==> config.mk <==
export PLATFORM = sky130hd
export DESIGN_NAME = hmc_tx_flit_packer
export DESIGN_NICKNAME = d
export VERILOG_FILES = /design/src/rtl/hmc_tx_pkg.sv /design/src/rtl/hmc_tx_flit_packer.sv
export SDC_FILE = /design/constraint.sdc
export NUM_CORES = 2
export LEC_CHECK = 0
export CAP_MARGIN = 5
export CORE_ASPECT_RATIO = 0.7
export CORE_MARGIN = 3
export CORE_UTILIZATION = 45
export CTS_CLUSTER_DIAMETER = 200
export DETAILED_ROUTE_END_ITERATION = 8
export PLACE_DENSITY = 0.81
export SETUP_SLACK_MARGIN = 0.02
export SYNTH_ARGS = -nofsm -noshare
export SYNTH_HDL_FRONTEND = slang
export SYNTH_SLANG_ARGS = --single-unit
==> constraint.sdc <==
create_clock -name clk_hmc -period 22.9 [get_ports clk_hmc]
set_input_delay 4.58 -clock clk_hmc [delete_from_list [all_inputs] [get_ports clk_hmc]]
set_output_delay 4.58 -clock clk_hmc [all_outputs]
set_load 0.01 [all_outputs]
==> src/rtl/hmc_tx_pkg.sv <==
// Shared definitions for the HMC TX flit packer: flit width,
// per-flit bundle and TUSER field placement.
package hmc_tx_pkg;

    localparam int FLIT_W = 128;

    // TUSER holds three FPW-wide fields; offset = selector * FPW.
    localparam int TUSER_VALID_SEL = 0;
    localparam int TUSER_HDR_SEL   = 1;
    localparam int TUSER_TAIL_SEL  = 2;

    typedef struct packed {
        logic [FLIT_W-1:0] data;
        logic              hdr;
        logic              tail;
    } flit_t;

    function automatic int tuser_ofs(input int sel, input int fpw);
        return sel * fpw;
    endfunction

endpackage

==> src/rtl/hmc_tx_flit_packer.sv <==
// Packs single 128-bit HMC flits into FPW-flit words for the controller TX
// AXI stream, with a one-entry output skid register and flush/tail-driven
// partial emission.
// Ports: clk_hmc/res_hmc; in_valid/in_ready/in_flit/in_hdr/in_tail/flush
// flit input; s_axis_tx_* word output; pkt_cnt counts emitted tails.
module hmc_tx_flit_packer
    import hmc_tx_pkg::*;
#(
    parameter int FPW            = 4,
    parameter int LOG_FPW        = 2,
    parameter int DWIDTH         = FPW * 128,
    parameter int NUM_DATA_BYTES = FPW * 16
) (
    input  logic                      clk_hmc,
    input  logic                      res_hmc,
    input  logic                      in_valid,
    output logic                      in_ready,
    input  logic [FLIT_W-1:0]         in_flit,
    input  logic                      in_hdr,
    input  logic                      in_tail,
    input  logic                      flush,
    output logic                      s_axis_tx_TVALID,
    input  logic                      s_axis_tx_TREADY,
    output logic [DWIDTH-1:0]         s_axis_tx_TDATA,
    output logic [NUM_DATA_BYTES-1:0] s_axis_tx_TUSER,
    output logic [31:0]               pkt_cnt
);

    localparam int VOFS = tuser_ofs(TUSER_VALID_SEL, FPW);
    localparam int HOFS = tuser_ofs(TUSER_HDR_SEL, FPW);
    localparam int TOFS = tuser_ofs(TUSER_TAIL_SEL, FPW);

    localparam logic [LOG_FPW:0] PTR_FULL = (LOG_FPW+1)'(FPW);
    localparam logic [LOG_FPW:0] PTR_LAST = (LOG_FPW+1)'(FPW - 1);

    flit_t                     asm_q [FPW];
    flit_t                     asm_d [FPW];
    flit_t                     src   [FPW];
    flit_t                     in_f;
    logic [LOG_FPW:0]          ptr_q, ptr_d;
    logic [LOG_FPW:0]          cnt;
    logic                      last_tail_q, last_tail_d;
    logic                      tvalid_q, tvalid_d;
    logic [DWIDTH-1:0]         tdata_q, tdata_d, tdata_w;
    logic [NUM_DATA_BYTES-1:0] tuser_q, tuser_d, tuser_w;
    logic [31:0]               pkt_cnt_q, pkt_cnt_d;
    logic [31:0]               tail_pop;
    logic                      out_free;
    logic                      accept;
    logic                      part_go;
    logic                      emit;

    assign in_f     = '{data: in_flit, hdr: in_hdr, tail: in_tail};
    assign out_free = !tvalid_q || s_axis_tx_TREADY;
    assign in_ready = (ptr_q != PTR_FULL);
    assign accept   = in_valid && in_ready;

    // Partial word leaves on flush, or once a tail was the last flit in
    // and the input has gone idle.
    assign part_go = (ptr_q != '0) && (ptr_q != PTR_FULL) && out_free &&
                     (flush || (last_tail_q && !in_valid));

    assign last_tail_d = accept ? in_tail : last_tail_q;

    always_comb begin
        asm_d = asm_q;
        src   = asm_q;
        ptr_d = ptr_q;
        cnt   = ptr_q;
        emit  = 1'b0;
        if (ptr_q == PTR_FULL) begin
            if (out_free) begin
                emit  = 1'b1;
                ptr_d = '0;
            end
        end else if (part_go) begin
            // A concurrent flit starts the next word, never this one.
            emit = 1'b1;
            if (accept) begin
                asm_d[0] = in_f;
                ptr_d    = (LOG_FPW+1)'(1);
            end else begin
                ptr_d = '0;
            end
        end else if (accept) begin
            for (int i = 0; i < FPW; i++) begin
                if (ptr_q == (LOG_FPW+1)'(i)) asm_d[i] = in_f;
            end
            if (ptr_q == PTR_LAST) begin
                if (out_free) begin
                    emit  = 1'b1;
                    src   = asm_d;
                    cnt   = PTR_FULL;
                    ptr_d = '0;
                end else begin
                    ptr_d = PTR_FULL;
                end
            end else begin
                ptr_d = ptr_q + 1'b1;
            end
        end
    end

    // Slots at or beyond the fill count are forced to zero.
    always_comb begin
        tdata_w = '0;
        tuser_w = '0;
        for (int i = 0; i < FPW; i++) begin
            if ((LOG_FPW+1)'(i) < cnt) begin
                tdata_w[FLIT_W*i +: FLIT_W] = src[i].data;
                tuser_w[VOFS+i]             = 1'b1;
                tuser_w[HOFS+i]             = src[i].hdr;
                tuser_w[TOFS+i]             = src[i].tail;
            end
        end
    end

    always_comb begin
        tvalid_d = tvalid_q;
        tdata_d  = tdata_q;
        tuser_d  = tuser_q;
        if (emit) begin
            tvalid_d = 1'b1;
            tdata_d  = tdata_w;
            tuser_d  = tuser_w;
        end else if (tvalid_q && s_axis_tx_TREADY) begin
            tvalid_d = 1'b0;
        end
    end

    always_comb begin
        tail_pop = '0;
        for (int i = 0; i < FPW; i++) begin
            tail_pop = tail_pop + 32'(tuser_q[TOFS+i]);
        end
    end

    assign pkt_cnt_d = (tvalid_q && s_axis_tx_TREADY) ?
                       pkt_cnt_q + tail_pop : pkt_cnt_q;

    always_ff @(posedge clk_hmc) begin
        if (res_hmc) begin
            ptr_q       <= '0;
            last_tail_q <= 1'b0;
            tvalid_q    <= 1'b0;
            tdata_q     <= '0;
            tuser_q     <= '0;
            pkt_cnt_q   <= '0;
        end else begin
            ptr_q       <= ptr_d;
            last_tail_q <= last_tail_d;
            tvalid_q    <= tvalid_d;
            tdata_q     <= tdata_d;
            tuser_q     <= tuser_d;
            pkt_cnt_q   <= pkt_cnt_d;
        end
    end

    // Assembly slots are masked by the fill count, so no reset needed.
    always_ff @(posedge clk_hmc) begin
        asm_q <= asm_d;
    end

    assign s_axis_tx_TVALID = tvalid_q;
    assign s_axis_tx_TDATA  = tdata_q;
    assign s_axis_tx_TUSER  = tuser_q;
    assign pkt_cnt          = pkt_cnt_q;

endmodule
-- After elaboration in Yosys (flattened, before gate mapping)
Cells that the tools add are included.
- register bits: 1081
- bits in latches: 0
- RAM bits: 0
- memory bits (read-only): 0
- input bits: 135
- output and inout port bits: 610
- memories: 0
- add/subtract/negate cells: 5
- $mul: 0
- divide/modulo/power cells: 0
- order comparisons: 4
- equality and inequality tests: 6
- shift-type cells: 0
- muxes and demuxes: 47
- bitwise gates (word level): 2
- reduce and logical (&&, ||, !) cells: 17
- operator list (operator ; count):
    520-bit two-way mux ; 6
    130-bit two-way mux ; 6
    128-bit two-way mux ; 4
    3-bit two-way mux ; 11
    32-bit by 4-bit adder with 32-bit output ; 1
    1-bit two-way mux ; 20
    3-bit by 2-bit equality test with 1-bit output (second input constant) ; 2
    1-bit logical AND ; 6
    1-bit by 3-bit less-than comparator with 1-bit output (first input constant) ; 2
    2-bit by 3-bit less-than comparator with 1-bit output (first input constant) ; 2
    3-bit nonzero test ; 2
    3-bit by 1-bit adder with 4-bit output ; 1
    2-bit AND reduction ; 2
    2-bit by 1-bit adder with 3-bit output ; 1
    3-bit by 1-bit adder with 3-bit output (second input constant) ; 1
    3-bit by 1-bit equality test with 1-bit output (second input constant) ; 1
    3-bit equality test (second input constant) ; 1
    3-bit zero test ; 1
    3-bit != test (second input constant) ; 1
    3-bit AND reduction ; 1
    1-bit by 1-bit adder with 2-bit output ; 1
    1-bit zero test ; 2
    1-bit logical OR ; 2
    2-bit != test (second input constant) ; 1
    2 further kinds ; 3

-- Logic depth before layout (Yosys ltp)
- word-level depth: 9
- gate-level depth with buffers: 12
- depth with buffers taken out: 10

-- Worst setup path after synthesis
Ideal clock, no wire load.
- path type: input to register
- from: input s_axis_tx_TREADY
- to: register asm_q[0] (netlist name) (enable)
- library setup time: 1152 ps
- arrival time: 21272 ps
- required time: 21748 ps
- slack: 476 ps
- stages: 4
- cell sequence: buf_2 nand2b_2 o211a_1 nor2_1
- cells in the longest elaborated chain, start to end: 5
- RTL lines (item ; RTL line ; text):
    from (decl) ; hmc_tx_flit_packer.sv:23 ; input logic s_axis_tx_TREADY,
    1-bit logical OR ; hmc_tx_flit_packer.sv:54 ; assign out_free = !tvalid_q || s_axis_tx_TREADY;
    1-bit logical AND (2 in series) ; hmc_tx_flit_packer.sv:60 ; assign part_go = (ptr_q != '0) && (ptr_q != PTR_FULL) && out_free &&
    1-bit NOT (no line) ; - ;
    3-bit AND reduction (no line) ; - ;
    to (signal assigned) ; hmc_tx_flit_packer.sv:161 ; asm_q <= asm_d;
    to (decl) ; hmc_tx_flit_packer.sv:36 ; flit_t asm_q [FPW];
Every way passes these cells.
A chain may end at the register's enable or synchronous reset.

-- Worst setup path after layout
- from: input s_axis_tx_TREADY
- to: register tdata_q[143], in the netlist s_axis_tx_TDATA[143]
- cells in the longest elaborated chain, start to end: 8
- RTL lines (item ; RTL line ; text):
    1-bit logical OR * ; hmc_tx_flit_packer.sv:54 ;
    3-bit two-way mux ; hmc_tx_flit_packer.sv:90 ; if (out_free) begin
    3-bit two-way mux ; hmc_tx_flit_packer.sv:89 ; if (ptr_q == PTR_LAST) begin
    3-bit two-way mux ; hmc_tx_flit_packer.sv:85 ; end else if (accept) begin
    3-bit two-way mux ; hmc_tx_flit_packer.sv:76 ; end else if (part_go) begin
    3-bit two-way mux ; hmc_tx_flit_packer.sv:71 ; if (ptr_q == PTR_FULL) begin
    1-bit by 3-bit less-than comparator with 1-bit output ; hmc_tx_flit_packer.sv:109 ; if ((LOG_FPW+1)'(i) < cnt) begin
    128-bit two-way mux ; hmc_tx_flit_packer.sv:109 ;
    to (signal assigned) ; hmc_tx_flit_packer.sv:153 ; tdata_q <= tdata_d;
    to (decl) ; hmc_tx_flit_packer.sv:44 ; logic [DWIDTH-1:0] tdata_q, tdata_d, tdata_w;
Every way passes the cells marked *; elsewhere a longest branch is shown, timed or not.

==> metrics.md <==
| Metric | Value |
|---|---|
| Post-synthesis cell area | `around 46000 sq um` |
| DP Cell Count | `between 5k and 6k` |
| TritonCTS Sinks | `between 1k and 1.5k` |
| Final setup margin | `between 10000 and 15000 ps` |
| CP Capture Type | `flop` |
| Initial antenna violation count | `6` |
| Crit path required time | `~23000 ps` |
| Final setup vio count | `0` |
| Initial Utilization | `45.69%` |
| Die height | `273.6 um` |
| Clk Latency, worst-skew pair | `between 600 and 700 ps` |
| Clock skew | `between 20 and 25 ps` |
| Setup TNS | `0 ps` |
| Clock root cell | `clkbuf_16` |
| Kind of critical path | `input pin to flop` |
| Crit path DAT | `8780 ps` |
| M3 GR Usage | `4.852%` |
| Total grt overflow | `0` |
| Core Rows | `97` |
| FILL cells | `~8.0k` |
| Proportion of layout cells with a drive suffix above 1 | `~17%` |
| Met2 usage | `37.40%` |
| CP max stage cell | `buf_4` |
| Final Max Slew Viols | `0` |
| Worst slew pin tran | `1223 ps` |
| Layout Cells excl Fill | `roughly 5.3k` |
| Avg Vias per Cell | `roughly 6` |
| CP peak stage delay | `between 800 and 900 ps` |
| Cells after Synth | `roughly 3.3k` |
| Drt pass-1 iters | `5` |
| Top-area cell type share of the netlist area | `between 30 and 40%` |
| Synth unique cells | `between 50 and 60` |
| Resized Gates After CTS | `0` |
| Max FO, Critical Path | `85` |
| Chip width | `around 390 um` |
| Largest net degree at the start of global routing | `between 100 and 150` |
| WHS | `about 460 ps` |
| Input/output buffers | `just under 700` |
| Reg clk slew, reported paths | `approximately 70 ps` |
| Num CTS Buffers | `around 100` |
| Fmax | `roughly 120 MHz` |
| Post-CTS Setup Inserts | `0` |
| Max IR drop VDD | `59.81 uV` |
| # DRC | `0` |
| Clock Path Buffers | `3` |
| Drt wl/cell | `25.38 um` |
| Total number of vias | `roughly 31k` |
| CP most frequent cell | `buf_4` |
| Area grow syn2layout | `23.93%` |
| Fin crit share | `35.77%` |
| DIE AREA | `106200 sq um` |
| Iteration-0 DRC Markers | `2732` |
| TritonCTS clock tree | `built` |
| Cell taking the most area after synthesis | `edfxtp_1` |
| Power per cell area | `79.13 nW/um^2` |
| Crit-path cells | `clkdlybuf4s50_1 -> nand2b_2 -> o31a_1 -> a21oi_4 -> and2b_4 -> buf_4 -> buf_4 -> o2bb2ai_1` |
| Final WL | `approximately 130000 um` |
| Status | `complete, no violations` |
| RD Place Congestion | `about 0.83` |
| Nets | `4007` |
| Routing usage on met1 | `34.30%` |
| Yosys warning count | `0` |
| Ranking of synthesized cells by area | `edfxtp_1 34%, dfxtp_1 24%, mux2i_1 11%` |
| Maxcap violations | `0` |
| Mean Syn Cell Area | `between 10 and 15 sq um` |
| Core area | `100700 sq um` |
| Global-route wire length before repair | `199600 um` |
| Vias in the first global route | `slightly above 30k` |
| LEAKAGE | `0.01890 uW` |
| Hold_buf cts | `0` |
| Pre-CTS setup slack | `between 10000 and 15000 ps` |
| Slew HR | `18.46%` |
| Min cycle time layout | `8192 ps` |
| Ys flop type | `dfxtp_1` |
| Final hold viol count | `0` |
| Post-DP HPWL | `~83000 um` |
| Post-DRT Antenna Nets | `0` |
| Unrepaired setup endpoints after global routing | `no` |
| Number of synthesized flops with an enable pin | `520` |
| Tot Pwr | `around 4500 uW` |
| H-tree levels | `3` |
| Hold Path Class | `flop to flop` |
| I/O Pins | `745` |
| Delay-heaviest family, CP | `buffers and inverters` |
| Reg2reg setup slack | `18680 ps` |
| Synth async-reset ratio | `0%` |
| #FFs+latches synth | `roughly 1.1k` |
| Startpoint Class | `input pin` |
| GRT Overall Usage | `roughly a quarter` |
| WP buf/inv | `3` |
| GRT busiest layer | `met2` |
| Seq/Total Area, Yosys | `58.33%` |
## per-layer routing
metal / wire [um] / up-vias
met1: 59020 / 15890
met2: 60760 / 1407
met3: 10510 / 233
met4: 3917 / 6
met5: 45 / -
li1: - / 13790
## Yosys cell counts (16+ instances only)
cell type,instances
buf_2,128
nand3_1,16
a2bb2oi_1,130
clkbuf_1,105
mux2_2,390
buf_4,73
a22o_1,131
o2bb2ai_1,320
mux2i_1,520
nor2_1,166
nand2_1,17
o2bb2ai_2,70
dfxtp_1,561
xor2_1,22
edfxtp_1,520
a21oi_1,17
## placed cells by master (no fill, tap or decap), drive strengths merged, types with 3 or more instances in the layout
cell	synthesis	final
nand3	16	16
a22o	131	131
clkinv	0	34
ha	5	5
xor2	22	22
nor2b	5	5
conb	1	52
bufinv	0	12
fa	3	3
mux2i	520	520
a21oi	18	18
a2bb2oi	130	130
edfxtp	520	520
o21ai	5	5
or3	3	3
nor2	166	166
nand2	17	17
xnor2	4	4
clkbuf	105	140
dfxtp	561	561
nand2b	6	6
nand4	13	13
inv	12	15
mux2	390	390
nor3	5	5
clkdlybuf4s50	0	691
and3	3	3
o2bb2ai	390	390
buf	218	47
and4	3	3
## per-stage QoR
step	instance area [sq um]	util, %
after global routing	57040	56.63
after global placement	53580	53.19
after floorplan	46220	-
after CTS	57040	56.62
after detailed placement	53580	53.19
final	57040	56.63
## final timing paths
kind / depth (start not counted) / startpoint / to
max reg2reg: 8 / ptr_q[0] / s_axis_tx_TDATA[143]
max: 8 / s_axis_tx_TREADY / s_axis_tx_TDATA[143]
min reg2reg: 2 / s_axis_tx_TUSER[3] / s_axis_tx_TUSER[3]
min: 2 / s_axis_tx_TUSER[3] / s_axis_tx_TUSER[3]
## kinds of logic after synthesis
family / count (synthesis) / share of synthesized area, %
AO/OA/AOI/OAI: 688 / 13.86
XOR/XNOR: 26 / 0.4947
other: 1 / 0.008147
adder cells (fa/ha/maj): 8 / 0.2664
buffers and inverters: 335 / 3.822
multiplexers: 910 / 20.85
flip-flops: 1081 / 58.33
AND/OR/NAND/NOR: 246 / 2.370
## tightest hold or removal path, delay by kind of cell, from the launching register on
kind | cells | cell delay, ps
simple gates | 1 | 50
flops | 1 | 310
compound gates | 1 | 50
## cell type report
type | instances | area (sq um) | area share, %
clock inverters | 50 | 633.1 | 1.110
well taps | 1336 | 1672 | 2.931
diodes | 2 | 5.005 | 0.008774
repair buffers | 738 | 7298 | 12.79
multi-input cells | 1930 | 17710 | 31.05
inverters | 12 | 50.05 | 0.08774
clock buffers | 140 | 2825 | 4.953
flip-flops and latches | 1081 | 26850 | 47.06
## power by group
part / internal, uW / total (uW) / switching (uW)
logic: 225 / 512 / 287
registers: 2180 / 2240 / 61.7
clock network: 1000 / 1760 / 752
## state kept, by name (all words and copies together), names as in the netlist
name	count
pkt_cnt	32
s_axis_tx_TUSER	12
s_axis_tx_TDATA	512
last_tail_q	1
s_axis_tx_TVALID	1
ptr_q	3
asm_q	520
Power figures use the tool's default switching activity.
